===== config.mk =====
export PLATFORM = sky130hd
export DESIGN_NAME = snitch_vfpr_wb_flat
export DESIGN_NICKNAME = d
export VERILOG_FILES = /design/src/rtl/snitch_vfpr_wb_if.sv /design/src/rtl/snitch_vfpr_wb.sv /design/src/flat_wrapper.sv
export SDC_FILE = /design/constraint.sdc
export NUM_CORES = 1
export LEC_CHECK = 0
export ABC_AREA = 1
export CAP_MARGIN = 20
export CORE_ASPECT_RATIO = 1.1
export CORE_MARGIN = 10
export CORE_UTILIZATION = 47
export DETAILED_ROUTE_END_ITERATION = 16
export GPL_ROUTABILITY_DRIVEN = 1
export MAX_ROUTING_LAYER = met4
export PLACE_DENSITY_LB_ADDON = 0.2
export SYNTH_ARGS = -nofsm -noshare
export SYNTH_HDL_FRONTEND = slang
export SYNTH_SLANG_ARGS = --single-unit

===== constraint.sdc =====
create_clock -name clk_i -period 11.7 [get_ports clk_i]
set_input_delay 2.925 -clock clk_i [delete_from_list [all_inputs] [get_ports clk_i]]
set_output_delay 2.925 -clock clk_i [all_outputs]
set_load 0.02 [all_outputs]

===== src/rtl/snitch_vfpr_wb_if.sv =====
// Write-side, TCDM and retire signals of the VFPR write-back initiator.
// The slave modport is the initiator's view. The master modport is the environment's view.
interface snitch_vfpr_wb_if #(
   parameter int unsigned AddrWidth = 32,
   parameter int unsigned DataWidth = 64,
   parameter int unsigned TagWidth  = 5
);
   logic                   wb_valid_i;
   logic                   wb_ready_o;
   logic [AddrWidth-1:0]   wb_addr_i;
   logic [DataWidth-1:0]   wb_data_i;
   logic [TagWidth-1:0]    wb_tag_i;

   logic                   wr_q_valid_o;
   logic                   wr_q_ready_i;
   logic [AddrWidth-1:0]   wr_q_addr_o;
   logic [DataWidth-1:0]   wr_q_data_o;
   logic [DataWidth/8-1:0] wr_q_strb_o;
   logic                   wr_p_valid_i;

   logic                   done_valid_o;
   logic [TagWidth-1:0]    done_tag_o;

   modport slave (
      input  wb_valid_i, wb_addr_i, wb_data_i, wb_tag_i,
      output wb_ready_o,
      output wr_q_valid_o, wr_q_addr_o, wr_q_data_o, wr_q_strb_o,
      input  wr_q_ready_i, wr_p_valid_i,
      output done_valid_o, done_tag_o
   );

   modport master (
      output wb_valid_i, wb_addr_i, wb_data_i, wb_tag_i,
      input  wb_ready_o,
      input  wr_q_valid_o, wr_q_addr_o, wr_q_data_o, wr_q_strb_o,
      output wr_q_ready_i, wr_p_valid_i,
      input  done_valid_o, done_tag_o
   );
endinterface


===== src/rtl/snitch_vfpr_wb.sv =====
// VFPR write-back initiator: it buffers FPU writes, issues them to the TCDM and retires tags in order.
// Define SNITCH_VFPR_WB_FWD_EN to forward the data of the youngest pending write on chk_data_o.
module snitch_vfpr_wb #(
   parameter int unsigned AddrWidth      = 32,
   parameter int unsigned DataWidth      = 64,
   parameter int unsigned TagWidth       = 5,
   parameter int unsigned BufDepth       = 4,
   parameter int unsigned MaxOutstanding = 4
) (
   input  logic                 clk_i,
   input  logic                 rst_ni,
   snitch_vfpr_wb_if.slave      wb,
   input  logic [AddrWidth-1:0] chk_addr_i,
   output logic                 chk_hit_o,
   output logic [DataWidth-1:0] chk_data_o,
   input  logic                 flush_i,
   output logic                 idle_o,
   output logic                 err_o
);

   localparam int unsigned BufPtrW = (BufDepth > 1) ? $clog2(BufDepth) : 1;
   localparam int unsigned BufCntW = $clog2(BufDepth + 1);
   localparam int unsigned IfPtrW  = (MaxOutstanding > 1) ? $clog2(MaxOutstanding) : 1;
   localparam int unsigned OutCntW = $clog2(MaxOutstanding + 1);

   typedef struct packed {
      logic [AddrWidth-1:0] addr;
      logic [DataWidth-1:0] data;
      logic [TagWidth-1:0]  tag;
   } buf_entry_t;

   // An in-flight entry only needs its data when forwarding is enabled.
   typedef struct packed {
      logic [AddrWidth-1:0] addr;
`ifdef SNITCH_VFPR_WB_FWD_EN
      logic [DataWidth-1:0] data;
`endif
      logic [TagWidth-1:0]  tag;
   } if_entry_t;

   typedef enum logic [1:0] {IDLE, ACTIVE, DRAIN} state_e;

   buf_entry_t           buf_mem_q [BufDepth];
   buf_entry_t           buf_mem_d [BufDepth];
   if_entry_t            if_mem_q  [MaxOutstanding];
   if_entry_t            if_mem_d  [MaxOutstanding];
   logic [BufPtrW-1:0]   buf_wptr_q, buf_wptr_d, buf_rptr_q, buf_rptr_d;
   logic [BufCntW-1:0]   buf_cnt_q, buf_cnt_d;
   logic [IfPtrW-1:0]    if_wptr_q, if_wptr_d, if_rptr_q, if_rptr_d;
   logic [OutCntW-1:0]   out_cnt_q, out_cnt_d;
   logic                 done_valid_q, done_valid_d;
   logic [TagWidth-1:0]  done_tag_q, done_tag_d;
   logic                 err_q, err_d;
   state_e               state_q, state_d;

   buf_entry_t           buf_head;
   logic                 buf_empty, buf_full, wb_ready, push, issue_valid, issue, resp_ok;
   logic [BufPtrW-1:0]   buf_idx;
   logic [IfPtrW-1:0]    if_idx;

   assign buf_head    = buf_mem_q[buf_rptr_q];
   assign buf_empty   = (buf_cnt_q == '0);
   assign buf_full    = (buf_cnt_q == BufCntW'(BufDepth));
   assign wb_ready    = !buf_full && (state_q != DRAIN);
   assign push        = wb.wb_valid_i && wb_ready;
   assign issue_valid = !buf_empty && (out_cnt_q < OutCntW'(MaxOutstanding));
   assign issue       = issue_valid && wb.wr_q_ready_i;
   assign resp_ok     = wb.wr_p_valid_i && (out_cnt_q != '0);

   // NOTE: every always_comb target gets a default first so no path can infer a latch.
   always_comb begin
      buf_mem_d  = buf_mem_q;
      buf_wptr_d = buf_wptr_q;
      buf_rptr_d = buf_rptr_q;
      buf_cnt_d  = buf_cnt_q;
      if_mem_d   = if_mem_q;
      if_wptr_d  = if_wptr_q;
      if_rptr_d  = if_rptr_q;
      out_cnt_d  = out_cnt_q;

      if (push) begin
         buf_mem_d[buf_wptr_q] = '{addr: wb.wb_addr_i, data: wb.wb_data_i, tag: wb.wb_tag_i};
         buf_wptr_d = (buf_wptr_q == BufPtrW'(BufDepth - 1)) ? '0 : buf_wptr_q + 1'b1;
      end
      if (issue) begin
         buf_rptr_d = (buf_rptr_q == BufPtrW'(BufDepth - 1)) ? '0 : buf_rptr_q + 1'b1;
         if_mem_d[if_wptr_q].addr = buf_head.addr;
`ifdef SNITCH_VFPR_WB_FWD_EN
         if_mem_d[if_wptr_q].data = buf_head.data;
`endif
         if_mem_d[if_wptr_q].tag  = buf_head.tag;
         if_wptr_d = (if_wptr_q == IfPtrW'(MaxOutstanding - 1)) ? '0 : if_wptr_q + 1'b1;
      end
      if (resp_ok) begin
         if_rptr_d = (if_rptr_q == IfPtrW'(MaxOutstanding - 1)) ? '0 : if_rptr_q + 1'b1;
      end

      unique case ({push, issue})
         2'b10:   buf_cnt_d = buf_cnt_q + 1'b1;
         2'b01:   buf_cnt_d = buf_cnt_q - 1'b1;
         default: buf_cnt_d = buf_cnt_q;
      endcase
      unique case ({issue, resp_ok})
         2'b10:   out_cnt_d = out_cnt_q + 1'b1;
         2'b01:   out_cnt_d = out_cnt_q - 1'b1;
         default: out_cnt_d = out_cnt_q;
      endcase
   end

   always_comb begin
      done_valid_d = resp_ok;
      done_tag_d   = resp_ok ? if_mem_q[if_rptr_q].tag : done_tag_q;
      err_d        = err_q | (wb.wr_p_valid_i && (out_cnt_q == '0));

      state_d = state_q;
      unique case (state_q)
         IDLE:    if (push) state_d = ACTIVE;
         ACTIVE: begin
            if (flush_i) state_d = DRAIN;
            else if (buf_empty && (out_cnt_q == '0) && !push) state_d = IDLE;
         end
         DRAIN:   if (buf_empty && (out_cnt_q == '0)) state_d = IDLE;
         default: state_d = IDLE;
      endcase
   end

   // The hazard scan goes oldest to newest, in-flight first, so the youngest match is the one kept.
   always_comb begin
      chk_hit_o  = 1'b0;
      chk_data_o = '0;
      if_idx     = '0;
      buf_idx    = '0;
      for (int k = 0; k < int'(MaxOutstanding); k++) begin
         if_idx = IfPtrW'((int'(if_rptr_q) + k) % int'(MaxOutstanding));
         if ((k < int'(out_cnt_q)) && (if_mem_q[if_idx].addr == chk_addr_i)) begin
            chk_hit_o = 1'b1;
`ifdef SNITCH_VFPR_WB_FWD_EN
            chk_data_o = if_mem_q[if_idx].data;
`endif
         end
      end
      for (int k = 0; k < int'(BufDepth); k++) begin
         buf_idx = BufPtrW'((int'(buf_rptr_q) + k) % int'(BufDepth));
         if ((k < int'(buf_cnt_q)) && (buf_mem_q[buf_idx].addr == chk_addr_i)) begin
            chk_hit_o = 1'b1;
`ifdef SNITCH_VFPR_WB_FWD_EN
            chk_data_o = buf_mem_q[buf_idx].data;
`endif
         end
      end
   end

   // NOTE: sequential state uses non-blocking assignments so every flop samples pre-edge values.
   always_ff @(posedge clk_i or negedge rst_ni) begin
      if (!rst_ni) begin
         buf_wptr_q   <= '0;
         buf_rptr_q   <= '0;
         buf_cnt_q    <= '0;
         if_wptr_q    <= '0;
         if_rptr_q    <= '0;
         out_cnt_q    <= '0;
         done_valid_q <= 1'b0;
         done_tag_q   <= '0;
         err_q        <= 1'b0;
         state_q      <= IDLE;
      end else begin
         buf_wptr_q   <= buf_wptr_d;
         buf_rptr_q   <= buf_rptr_d;
         buf_cnt_q    <= buf_cnt_d;
         if_wptr_q    <= if_wptr_d;
         if_rptr_q    <= if_rptr_d;
         out_cnt_q    <= out_cnt_d;
         done_valid_q <= done_valid_d;
         done_tag_q   <= done_tag_d;
         err_q        <= err_d;
         state_q      <= state_d;
      end
   end

   // NOTE: payload storage is not reset. Each entry is qualified by the pointers and counts, which are reset.
   always_ff @(posedge clk_i) begin
      buf_mem_q <= buf_mem_d;
      if_mem_q  <= if_mem_d;
   end

   assign wb.wb_ready_o   = wb_ready;
   assign wb.wr_q_valid_o = issue_valid;
   assign wb.wr_q_addr_o  = buf_head.addr;
   assign wb.wr_q_data_o  = buf_head.data;
   assign wb.wr_q_strb_o  = '1;
   assign wb.done_valid_o = done_valid_q;
   assign wb.done_tag_o   = done_tag_q;
   assign idle_o          = (state_q == IDLE);
   assign err_o           = err_q;

endmodule


===== src/flat_wrapper.sv =====
// flat-port wrapper written by rule: the top's interface ports become plain ports
module snitch_vfpr_wb_flat 
#(
   parameter int unsigned AddrWidth      = 32,
   parameter int unsigned DataWidth      = 64,
   parameter int unsigned TagWidth       = 5,
   parameter int unsigned BufDepth       = 4,
   parameter int unsigned MaxOutstanding = 4
)
  (clk_i, rst_ni, chk_addr_i, chk_hit_o, chk_data_o, flush_i, idle_o, err_o, wb_wb_valid_i, wb_wb_addr_i, wb_wb_data_i, wb_wb_tag_i, wb_wb_ready_o, wb_wr_q_valid_o, wb_wr_q_addr_o, wb_wr_q_data_o, wb_wr_q_strb_o, wb_wr_q_ready_i, wb_wr_p_valid_i, wb_done_valid_o, wb_done_tag_o);
  snitch_vfpr_wb_if #(.AddrWidth(AddrWidth), .DataWidth(DataWidth), .TagWidth(TagWidth)) wb_i ();
  input  logic clk_i;
  input  logic rst_ni;
  input  logic [AddrWidth-1:0] chk_addr_i;
  output logic chk_hit_o;
  output logic [DataWidth-1:0] chk_data_o;
  input  logic flush_i;
  output logic idle_o;
  output logic err_o;
  input wire logic [$bits(wb_i.wb_valid_i)-1:0] wb_wb_valid_i;
  input wire logic [$bits(wb_i.wb_addr_i)-1:0] wb_wb_addr_i;
  input wire logic [$bits(wb_i.wb_data_i)-1:0] wb_wb_data_i;
  input wire logic [$bits(wb_i.wb_tag_i)-1:0] wb_wb_tag_i;
  output wire logic [$bits(wb_i.wb_ready_o)-1:0] wb_wb_ready_o;
  output wire logic [$bits(wb_i.wr_q_valid_o)-1:0] wb_wr_q_valid_o;
  output wire logic [$bits(wb_i.wr_q_addr_o)-1:0] wb_wr_q_addr_o;
  output wire logic [$bits(wb_i.wr_q_data_o)-1:0] wb_wr_q_data_o;
  output wire logic [$bits(wb_i.wr_q_strb_o)-1:0] wb_wr_q_strb_o;
  input wire logic [$bits(wb_i.wr_q_ready_i)-1:0] wb_wr_q_ready_i;
  input wire logic [$bits(wb_i.wr_p_valid_i)-1:0] wb_wr_p_valid_i;
  output wire logic [$bits(wb_i.done_valid_o)-1:0] wb_done_valid_o;
  output wire logic [$bits(wb_i.done_tag_o)-1:0] wb_done_tag_o;
  assign wb_i.wb_valid_i = wb_wb_valid_i;
  assign wb_i.wb_addr_i = wb_wb_addr_i;
  assign wb_i.wb_data_i = wb_wb_data_i;
  assign wb_i.wb_tag_i = wb_wb_tag_i;
  assign wb_wb_ready_o = wb_i.wb_ready_o;
  assign wb_wr_q_valid_o = wb_i.wr_q_valid_o;
  assign wb_wr_q_addr_o = wb_i.wr_q_addr_o;
  assign wb_wr_q_data_o = wb_i.wr_q_data_o;
  assign wb_wr_q_strb_o = wb_i.wr_q_strb_o;
  assign wb_i.wr_q_ready_i = wb_wr_q_ready_i;
  assign wb_i.wr_p_valid_i = wb_wr_p_valid_i;
  assign wb_done_valid_o = wb_i.done_valid_o;
  assign wb_done_tag_o = wb_i.done_tag_o;
  snitch_vfpr_wb #(.AddrWidth(AddrWidth), .DataWidth(DataWidth), .TagWidth(TagWidth), .BufDepth(BufDepth), .MaxOutstanding(MaxOutstanding)) u_core (.clk_i(clk_i), .rst_ni(rst_ni), .wb(wb_i), .chk_addr_i(chk_addr_i), .chk_hit_o(chk_hit_o), .chk_data_o(chk_data_o), .flush_i(flush_i), .idle_o(idle_o), .err_o(err_o));
endmodule

# [Yosys cells after proc, flatten, opt, wreduce, memory -nomap -nowiden]
# Cells that the tools add are included.
[totals] word_cells=179 ff_bits=575 output_inout_bits=179
[classes] n_addsub=14 bitwise=11 n_reduce_logical=28 eq_ne=23 n_lt_le_gt_ge=21 n_mux=52
[ops] cell="$mux 101" count=9
[ops] cell="$bmux 101 s2" count=4
[ops] cell="$bwmux 404" count=1
[ops] cell="$mux 37" count=9
[ops] cell="$bmux 37 s2" count=4
[ops] cell="$bwmux 148" count=2
[ops] cell="$eq 32x32->1" count=8
[ops] cell="$demux 101 s2" count=1
[ops] cell="$demux 37 s2" count=2
[ops] cell="$ge 3x3->1 const B" count=10
[ops] cell="$not 2->3" count=10
[ops] cell="$logic_and 1x1->1" count=18
[ops] cell="$mux 2" count=8
[ops] cell="$eq 2x2->1 const B" count=7
[ops] cell="$add 2x1->2 const B" count=6
[ops] cell="$lt 1x3->1 const A" count=4
[ops] cell="$lt 2x3->1 const A" count=4
[ops] cell="$pmux 3 s2" count=2
[ops] cell="$add 2x2->2 const B" count=4
[ops] cell="$mux 1" count=8
[ops] cell="$add 3x1->3 const B" count=2
[ops] cell="$eq 2x1->1 const B" count=3
[ops] cell="$logic_not 3->1" count=2
[ops] cell="$lt 3x1->1 const B" count=2
[ops] cell="14 further kinds" count=19

# [Depth between registers and ports, before layout]
# Gate-level depths: netlist of the first run.
[depth] word_depth=14 depth_mapped=19 depth_no_buf=17

# [Least setup slack after synthesis of the first run]
# No wires, ideal clock.
[synth_path] path_type="input port to flip-flop" startpoint="in wb_wb_valid_i" endpoint="reg u_core.buf_mem_q[0] in the netlist's numbering, enable pin" path_buffers=0 arrival_time_ps=7328 setup_time_ps=562 cell_stages=2 slack_ps=3809 required_time_ps=11138 cell_sequence="nand2_1 > nor2_1"
[synth_between] elab_chain_cells=1
[synth_rtl] item="start, declared" line="flat_wrapper.sv:20" source="input wire logic [$bits(wb_i.wb_valid_i)-1:0] wb_wb_valid_i;"
[synth_rtl] item="$logic_and 1x1->1" line="snitch_vfpr_wb.sv:65" source="assign push = wb.wb_valid_i && wb_ready;"
[synth_rtl] item="end signal, assigned" line="snitch_vfpr_wb.sv:182" source="buf_mem_q <= buf_mem_d;"
[synth_rtl] item="end, declared" line="snitch_vfpr_wb.sv:43" source="buf_entry_t buf_mem_q [BufDepth];"
# No other way between the ends.
# A chain may end at the register's enable or synchronous reset.

# [Worst setup path in the final report of the first run]
[layout_path] startpoint="in chk_addr_i[25]" endpoint="out chk_hit_o"
[layout_between] elab_chain_cells=10
[layout_rtl] item="start, declared" line="flat_wrapper.sv:14" source="input logic [AddrWidth-1:0] chk_addr_i;"
[layout_rtl] item="$eq 32x32->1" line="snitch_vfpr_wb.sv:135" source="if ((k < int'(out_cnt_q)) && (if_mem_q[if_idx].addr == chk_addr_i)) begin"
[layout_rtl] item="$logic_and 1x1->1" line="snitch_vfpr_wb.sv:135"
[layout_rtl] item="$mux 1 (4 in series)" line="snitch_vfpr_wb.sv:135"
[layout_rtl] item="$mux 1 (3 in series)" line="snitch_vfpr_wb.sv:144" source="if ((k < int'(buf_cnt_q)) && (buf_mem_q[buf_idx].addr == chk_addr_i)) begin"
[layout_rtl] item="$mux 1 *" line="snitch_vfpr_wb.sv:144"
[layout_rtl] item="end, declared" line="flat_wrapper.sv:15" source="output logic chk_hit_o;"
# Mark *: on every way between the ends. The rest lies on a longest branch, timed or not.

==> impl_results.md, run 1 <==
* Peak VDD IR at 0.0001794 V
* Antenna violations before repair at 14
* Slowest stage delay, CP at 0.86 ns
* Design area at 35290 µm²
* Pleak at 13.95 nW
* Vias in the first global route at 23690
* Bufs and invs on worst path at 3
* Layout cells sized above 1 at 4.452%
* Pwr/cell area at 309.9 nW/µm²
* First-pass GRT wire length at 145.9 mm
* Pin count of the biggest net entering global routing at 115
* Status: finished clean
* Synthesized area at 30680 µm²
* Synth top area cells: edfxtp_1 54%, nand2_1 14%, nand3_1 9.9%
* Delay-heaviest family, CP: buffers and inverters
* Netlist cell types at 40
* CP Launch Type: input port
* Sequential area share after synthesis at 55.90%
* Setup TNS at 0 ns
* CTS H-Tree Depth at 2
* Layout overhead on the synthesized area at 15.01%
* Synthesized netlist cell count at 3488
* Total GRT Usage at 25.84%
* Boundary Pins at 318
* Hold Crit Class: reg2reg
* DP Area at 33230 µm²
* Layout Skew at 0.05864 ns
* Yosys warnings at 0
* Req. time, crit path at 8.78 ns
* RSZ-0062 raised after global routing: false
* Final net count at 3791
* Area leader, netlist: edfxtp_1
* Setup Viol. Count Final at 0
* R2r startpoint: u_core.buf_rptr_q[0]
* CTS Buf Count at 60
* CP Data Arrival Time at 6.06 ns
* Synth top area share at 54.02%
* Slew @ Worst Pin at 1.062 ns
* Clock period minus worst slack at 8.980 ns
* Initial DRC Count at 2629
* Grt ovf at 0
* Post-DP HPWL at 69.04 mm
* # Max-Cap Violations at 0
* Mean Syn Cell Area at 8.796 µm²
* Post-route antenna net violation count at 0
* Ratio of final minimum period to clock period at 76.75%
* Number of vias per cell at 5.635
* Postcts setup bufs at 0
* Die ar. at 75910 µm²
* Slew headroom at 28.69%
* Fillcell total at 5835
* CTS root buf: clkbuf_16
* CP Launch Point: chk_addr_i[25]
* Cells along the critical path: clkdlybuf4s50_1 > inv_1 > xor2_1 > o21ai_0 > nor2_1 > nand2_1 > nor2_1 > nand2_1 > nand2_1 > nand2_1 > nand2_1 > clkdlybuf4s50_1
* Synth top cells by count: 1164 x nand2_1, 606 x nand3_1, 552 x edfxtp_1
* Routed WL per cell at 21.75 µm
* #FFs+latches synth at 575
* CTS tree: yes
* Die Y at 288.0 µm
* DRC violations left at 0
* CTS resizes at 0
* CP Class: in2out
* CTS Sinks at 575
* Setup Slack @ Placement at 2.839 ns
* EDFF count, synth at 552
* DRT Pass-1 Iters at 7
* CP Max Fanout at 10
* Initial Utilization at 47.30%
* I/O Buffers at 245
* Clk Latency, worst-skew pair at 0.68 ns
* Longest Clk Path Bufs at 3
* Core area at 64860 µm²
* FP Rows at 98
* Final hold slack at 0.4842 ns
* Die Span X at 263.6 µm
* CTS clk-pin slew, worst paths at 0.07 ns
* Final Routed Wirelength at 98.91 mm
* Most frequent cell after synthesis: nand2_1
* Hold Fails Final Rpt at 0
* Routability cong. at 1.039
* Slew Limit Fails at 0
* Post-synth top flop: edfxtp_1
* CP max stage cell: clkdlybuf4s50_1
* Post-synthesis async set-or-reset flop share at 4.000%
* Via count of the routed design at 25630
* Hold-fix buffers at CTS at 0
* Most common cell on crit path: nand2_1
* Setup ws final at 2.720 ns
* Worst Setup End Kind: output pin
* Hold Startpoint: u_core.err_o
* Max Freq at 0.1114 GHz
## path summary, 6_finish.rpt
kind,end,slack (ns),cells after the start
setup / recovery,chk_hit_o,2.72,12
hold / removal,u_core.err_o,0.48,1
setup reg to reg,u_core.if_mem_q[51],7.90,5
hold reg to reg,u_core.err_o,0.48,1
max in group asynchronous,u_core.if_rptr_q[0],8.83,2
min in group asynchronous,u_core.wb.done_tag_o[1],2.59,2
## layout by cell type (no fill, tap or decap), types with 7 or more instances in the layout
| cell type | count |
|---|---|
| clkinv_2 | 10 |
| o21ai_1 | 23 |
| buf_4 | 36 |
| o211ai_1 | 14 |
| dfrtp_1 | 19 |
| nor2_1 | 287 |
| clkinvlp_4 | 10 |
| diode_2 | 14 |
| conb_1 | 72 |
| edfxtp_1 | 552 |
| xor2_1 | 54 |
| clkinv_1 | 15 |
| nor2_4 | 8 |
| and2_1 | 12 |
| clkbuf_16 | 60 |
| a21oi_1 | 17 |
| nand3_1 | 606 |
| nand2_1 | 1164 |
| clkdlybuf4s50_1 | 245 |
| o21a_1 | 7 |
| o21ai_0 | 191 |
| ha_1 | 17 |
| nand4_1 | 37 |
| inv_1 | 87 |
| o22ai_1 | 64 |
## per-layer routing
layer	up-vias	track usage [%]	part of all wire, %
met5	-	-	0
met3	239	5.123	9.4
li1	12150	-	-
met2	1239	40.27	46
met4	0	12.36	5.1
met1	12000	32.03	39
## worst register-to-register path, cell delays in order (launching register included)
cell and delay, ns:
dfrtp_4 0.93, buf_4 0.71, buf_4 0.68, nand2_1 0.19
and2_1 0.20, o21ai_0 0.76
## logic make-up (layout without fill, tap and decap cells)
group,count (synthesis),after routing,share of synthesized area [%]
xor gates and xnor gates,58,58,1.656
and+or+nand+nor,2131,2131,29.07
buffers and inverters,364,490,6.358
DFF,575,575,55.90
adders and majority gates,19,19,0.7748
other,2,86,0.02448
AOI/OAI and AO/OA,339,339,6.219
## area by class of cell
type                       count  area, µm²  area share (%)
antenna                       14      35.03         0.09928
clock buffer                  69       1565           4.436
clock inverter                44      460.4           1.305
inverter                      96      369.1           1.046
multi-input combinational   2619      11910           33.74
sequential                   575      17160           48.64
tap                          850       1064           3.014
timing repair buffer         281       2723           7.715
## power by group
group	total (mW)	switching (mW)	internal (mW)
Clock	1.94	0.844	1.10
Combinational	5.95	4.17	1.78
Sequential	3.04	0.237	2.80
## state kept, by name, summed over array words and instances, names as in the netlist
name and cells:
u_core.out_cnt_q 3, u_core.wb.done_valid_o 1, u_core.buf_mem_q 404, u_core.buf_cnt_q 3, u_core.err_o 1, u_core.if_wptr_q 2
u_core.wb.done_tag_o 5, u_core.if_mem_q 148, u_core.buf_rptr_q 2, u_core.state_q 2, u_core.if_rptr_q 2, u_core.buf_wptr_q 2
## through the flow
stage	std cells	utilization, %	power [mW]
final	4548	54.40	10.94
after global routing	4547	54.40	11.62
after CTS	4534	54.35	10.89
after detailed placement	4421	51.22	8.933
after global placement	4421	51.22	8.918
after floorplan	3558	-	6.904
Note: power is estimated with default switching activity, not from simulation.
==> inputs of run 2 (changes only) <==
clock period = 8.7 ns   (was 11.7 ns; I/O delays follow)
==> run 2 against run 1 <==
Against the previous run: die area unchanged; clock skew decreased by 0.021 ns; wire length rose by 2.2%; via count about the same; critical path depth up 2; flip-flop and latch count unchanged; critical path type unchanged; clock power is 34% higher; combinational power increased by 37%; worst setup slack got worse by 1.6 ns.
==> impl_results.md, run 2 (synthesis gave the netlist of run 1 again) <==
* Hold-fix buffers at CTS at 0 (unchanged)
* Core area at 64860 µm² (unchanged)
* Layout Cells excl Fill at 4561 (was 4548)
* Met2 wire len at 47.87 mm (was 45.70 mm)
* CP Class: in2out (unchanged)
* Final net count at 3804 (was 3791)
* First-pass GRT wire length at 149.9 mm (was 145.9 mm)
* Final Routed Wirelength at 101.1 mm (was 98.91 mm)
* Pwr/cell area at 417.6 nW/µm² (was 309.9 nW/µm²)
* Grt ovf at 0 (unchanged)
* Largest Register: u_core.buf_mem_q (unchanged)
* Routability cong. at 0.9938 (was 1.039)
* Initial DRC Count at 2411 (was 2629)
* Design area at 35410 µm² (was 35290 µm²)
* CP Max Fanout at 12 (was 10)
* Most common cell on crit path: nand2_1 (unchanged)
* DRC violations left at 0 (unchanged)
* Max FFs per register at 404 (unchanged)
* Boundary Pins at 318 (unchanged)
* I/O Buffers at 245 (unchanged)
* Longest Clk Path Bufs at 3 (unchanged)
* DP Area at 33340 µm² (was 33230 µm²)
* # Max-Cap Violations at 0 (unchanged)
* Status: finished clean (unchanged)
* Top Metal Used: met4 (unchanged)
* Setup Slack @ Placement at 1.305 ns (was 2.839 ns)
* Die Span X at 263.6 µm (unchanged)
* Vias in the first global route at 24190 (was 23690)
* R2r startpoint: u_core.buf_cnt_q[0] (was u_core.buf_rptr_q[0])
* Worst Setup End Kind: output pin (unchanged)
* CP Data Arrival Time at 5.39 ns (was 6.06 ns)
* Cells along the critical path: clkdlybuf4s50_1 > inv_1 > nand3_1 > nand4_1 > nor2_1 > nand2_1 > nor2_1 > nand2_1 > nand2_1 > nand2_1 > nand2_1 > nor2_1 > nand2_1 > clkdlybuf4s50_1 (was clkdlybuf4s50_1 > inv_1 > xor2_1 > o21ai_0 > nor2_1 > nand2_1 > nor2_1 > nand2_1 > nand2_1 > nand2_1 > nand2_1 > clkdlybuf4s50_1)
* Reg2reg path depth at 7 (was 5)
* CTS Sinks at 575 (unchanged)
* Layout cells sized above 1 at 4.515% (was 4.452%)
* Post-route antenna net violation count at 0 (unchanged)
* Postcts setup bufs at 0 (unchanged)
* Hold Fails Final Rpt at 0 (unchanged)
* Hold Crit Class: reg2reg (unchanged)
* DR WL met3 at 7.962 mm (was 9.287 mm)
* Commonest non-fill, non-tap cells in the layout: 1164 x nand2_1, 606 x nand3_1, 552 x edfxtp_1 (unchanged)
* CTS Buf Count at 61 (was 60)
* Slew @ Worst Pin at 1.054 ns (was 1.062 ns)
* Antenna violations before repair at 11 (was 14)
* Total GRT Usage at 26.57% (was 25.84%)
* CP Launch Point: chk_addr_i[15] (was chk_addr_i[25])
* Pin count of the biggest net entering global routing at 105 (was 115)
* Max Freq at 0.1323 GHz
* Clock period minus worst slack at 7.561 ns
* Via count of the routed design at 25650 (was 25630)
* Bufs and invs on worst path at 3 (unchanged)
* CP max stage cell: clkdlybuf4s50_1 (unchanged)
* RSZ-0062 raised after global routing: false (unchanged)
* Peak VDD IR at 0.0002534 V (was 0.0001794 V)
* Clk Latency, worst-skew pair at 0.66 ns (was 0.68 ns)
* FF-to-FF End: u_core.buf_mem_q[354] (was u_core.if_mem_q[51])
* Setup ws final at 1.139 ns (was 2.720 ns)
* FP Rows at 98 (unchanged)
* Delay-heaviest family, CP: buffers and inverters (unchanged)
* Post-DP HPWL at 71.69 mm (was 69.04 mm)
* Routed WL per cell at 22.17 µm (was 21.75 µm)
* Layout overhead on the synthesized area at 15.40% (was 15.01%)
* CTS root buf: clkbuf_16 (unchanged)
* Number of vias per cell at 5.623 (was 5.635)
* Req. time, crit path at 6.53 ns (was 8.78 ns)
* Pleak at 14.05 nW (was 13.95 nW)
* Initial Utilization at 47.30% (unchanged)
* CTS resizes at 0 (unchanged)
* Overall Power at 14.79 mW (was 10.94 mW)
* Setup Viol. Count Final at 0 (unchanged)
* Slowest stage delay, CP at 0.94 ns (was 0.86 ns)
* Commonest non-fill, non-tap cell in the layout: nand2_1 (unchanged)
* CP Launch Type: input port (unchanged)
* Die Y at 288.0 µm (unchanged)
* Setup TNS at 0 ns (unchanged)
* Die ar. at 75910 µm² (unchanged)
* Crit. path cell count at 14 (was 12)
* CTS clk-pin slew, worst paths at 0.06 ns (was 0.07 ns)
* Slew Limit Fails at 0 (unchanged)
* Ratio of final minimum period to clock period at 86.90%
* Worst setup endpoint: chk_hit_o (unchanged)
* DRT Pass-1 Iters at 9 (was 7)
* CTS H-Tree Depth at 2 (unchanged)
* WL met1 at 40.48 mm (was 38.90 mm)
* Post-Place Cells at 4433 (was 4421)
* Fillcell total at 5804 (was 5835)
* FF-to-FF setup slack at 5.22 ns (was 7.90 ns)
* Slew headroom at 29.65% (was 28.69%)
* Layout Skew at 0.03804 ns (was 0.05864 ns)
* CTS tree: yes (unchanged)
run 2: changes by cell type in the layout (fill, tap and decap cells not counted):
cell / delta
clkbuf_8: -1
inv_16: -1
clkbuf_16: +4
clkinv_2: -1
bufinv_16: -2
clkinv_1: +5
buf_12: +2
diode_2: -2
buf_4: +10
clkbuf_1: +7
clkinvlp_4: -9
clkinv_16: +1
run 2: through the flow:
step / hold slack [ns] / util (%)
detailed placement: 0.4898 / 51.40
global placement: 0.4639 / 51.40
floorplan: 0.4752 / -
global route: 0.5145 / 54.58
CTS: 0.5017 / 54.54
finish: 0.4947 / 54.59
run 2: how the worst min path moves through the flow:
stage / from / to / slack (ns) / cells past startpoint
floorplan: u_core.out_cnt_q[1] / u_core.out_cnt_q[1] / 0.48 / 2
global placement: u_core.err_o / u_core.err_o / 0.46 / 1
detailed placement: u_core.err_o / u_core.err_o / 0.49 / 1
CTS: u_core.err_o / u_core.err_o / 0.50 / 1
global route: u_core.err_o / u_core.err_o / 0.51 / 1
finish: u_core.err_o / u_core.err_o / 0.49 / 1
run 2: per-layer routing:
metal  vias up  track usage, %
met4         0           12.46
met1     12150           32.54
li1      12170               -
met5         -               -
met3       214           4.953
met2      1113           42.23
run 2: power by group:
group          internal (mW)  switching (mW)  total [mW]  leakage [nW]
sequential              3.77           0.273        4.05          5.30
combinational           2.45            5.70        8.14          7.76
clock                   1.49            1.11        2.60         0.984
run 2: area by class of cell:
cell class	instances	area, µm²	share of cell area, %
clock buffer	79	1678	4.739
timing repair buffer	293	2838	8.015
multi-input combinational	2619	11910	33.63
antenna	12	30.03	0.08481
sequential	575	17160	48.48
clock inverter	37	356.6	1.007
inverter	96	369.1	1.042
tap	850	1064	3.004
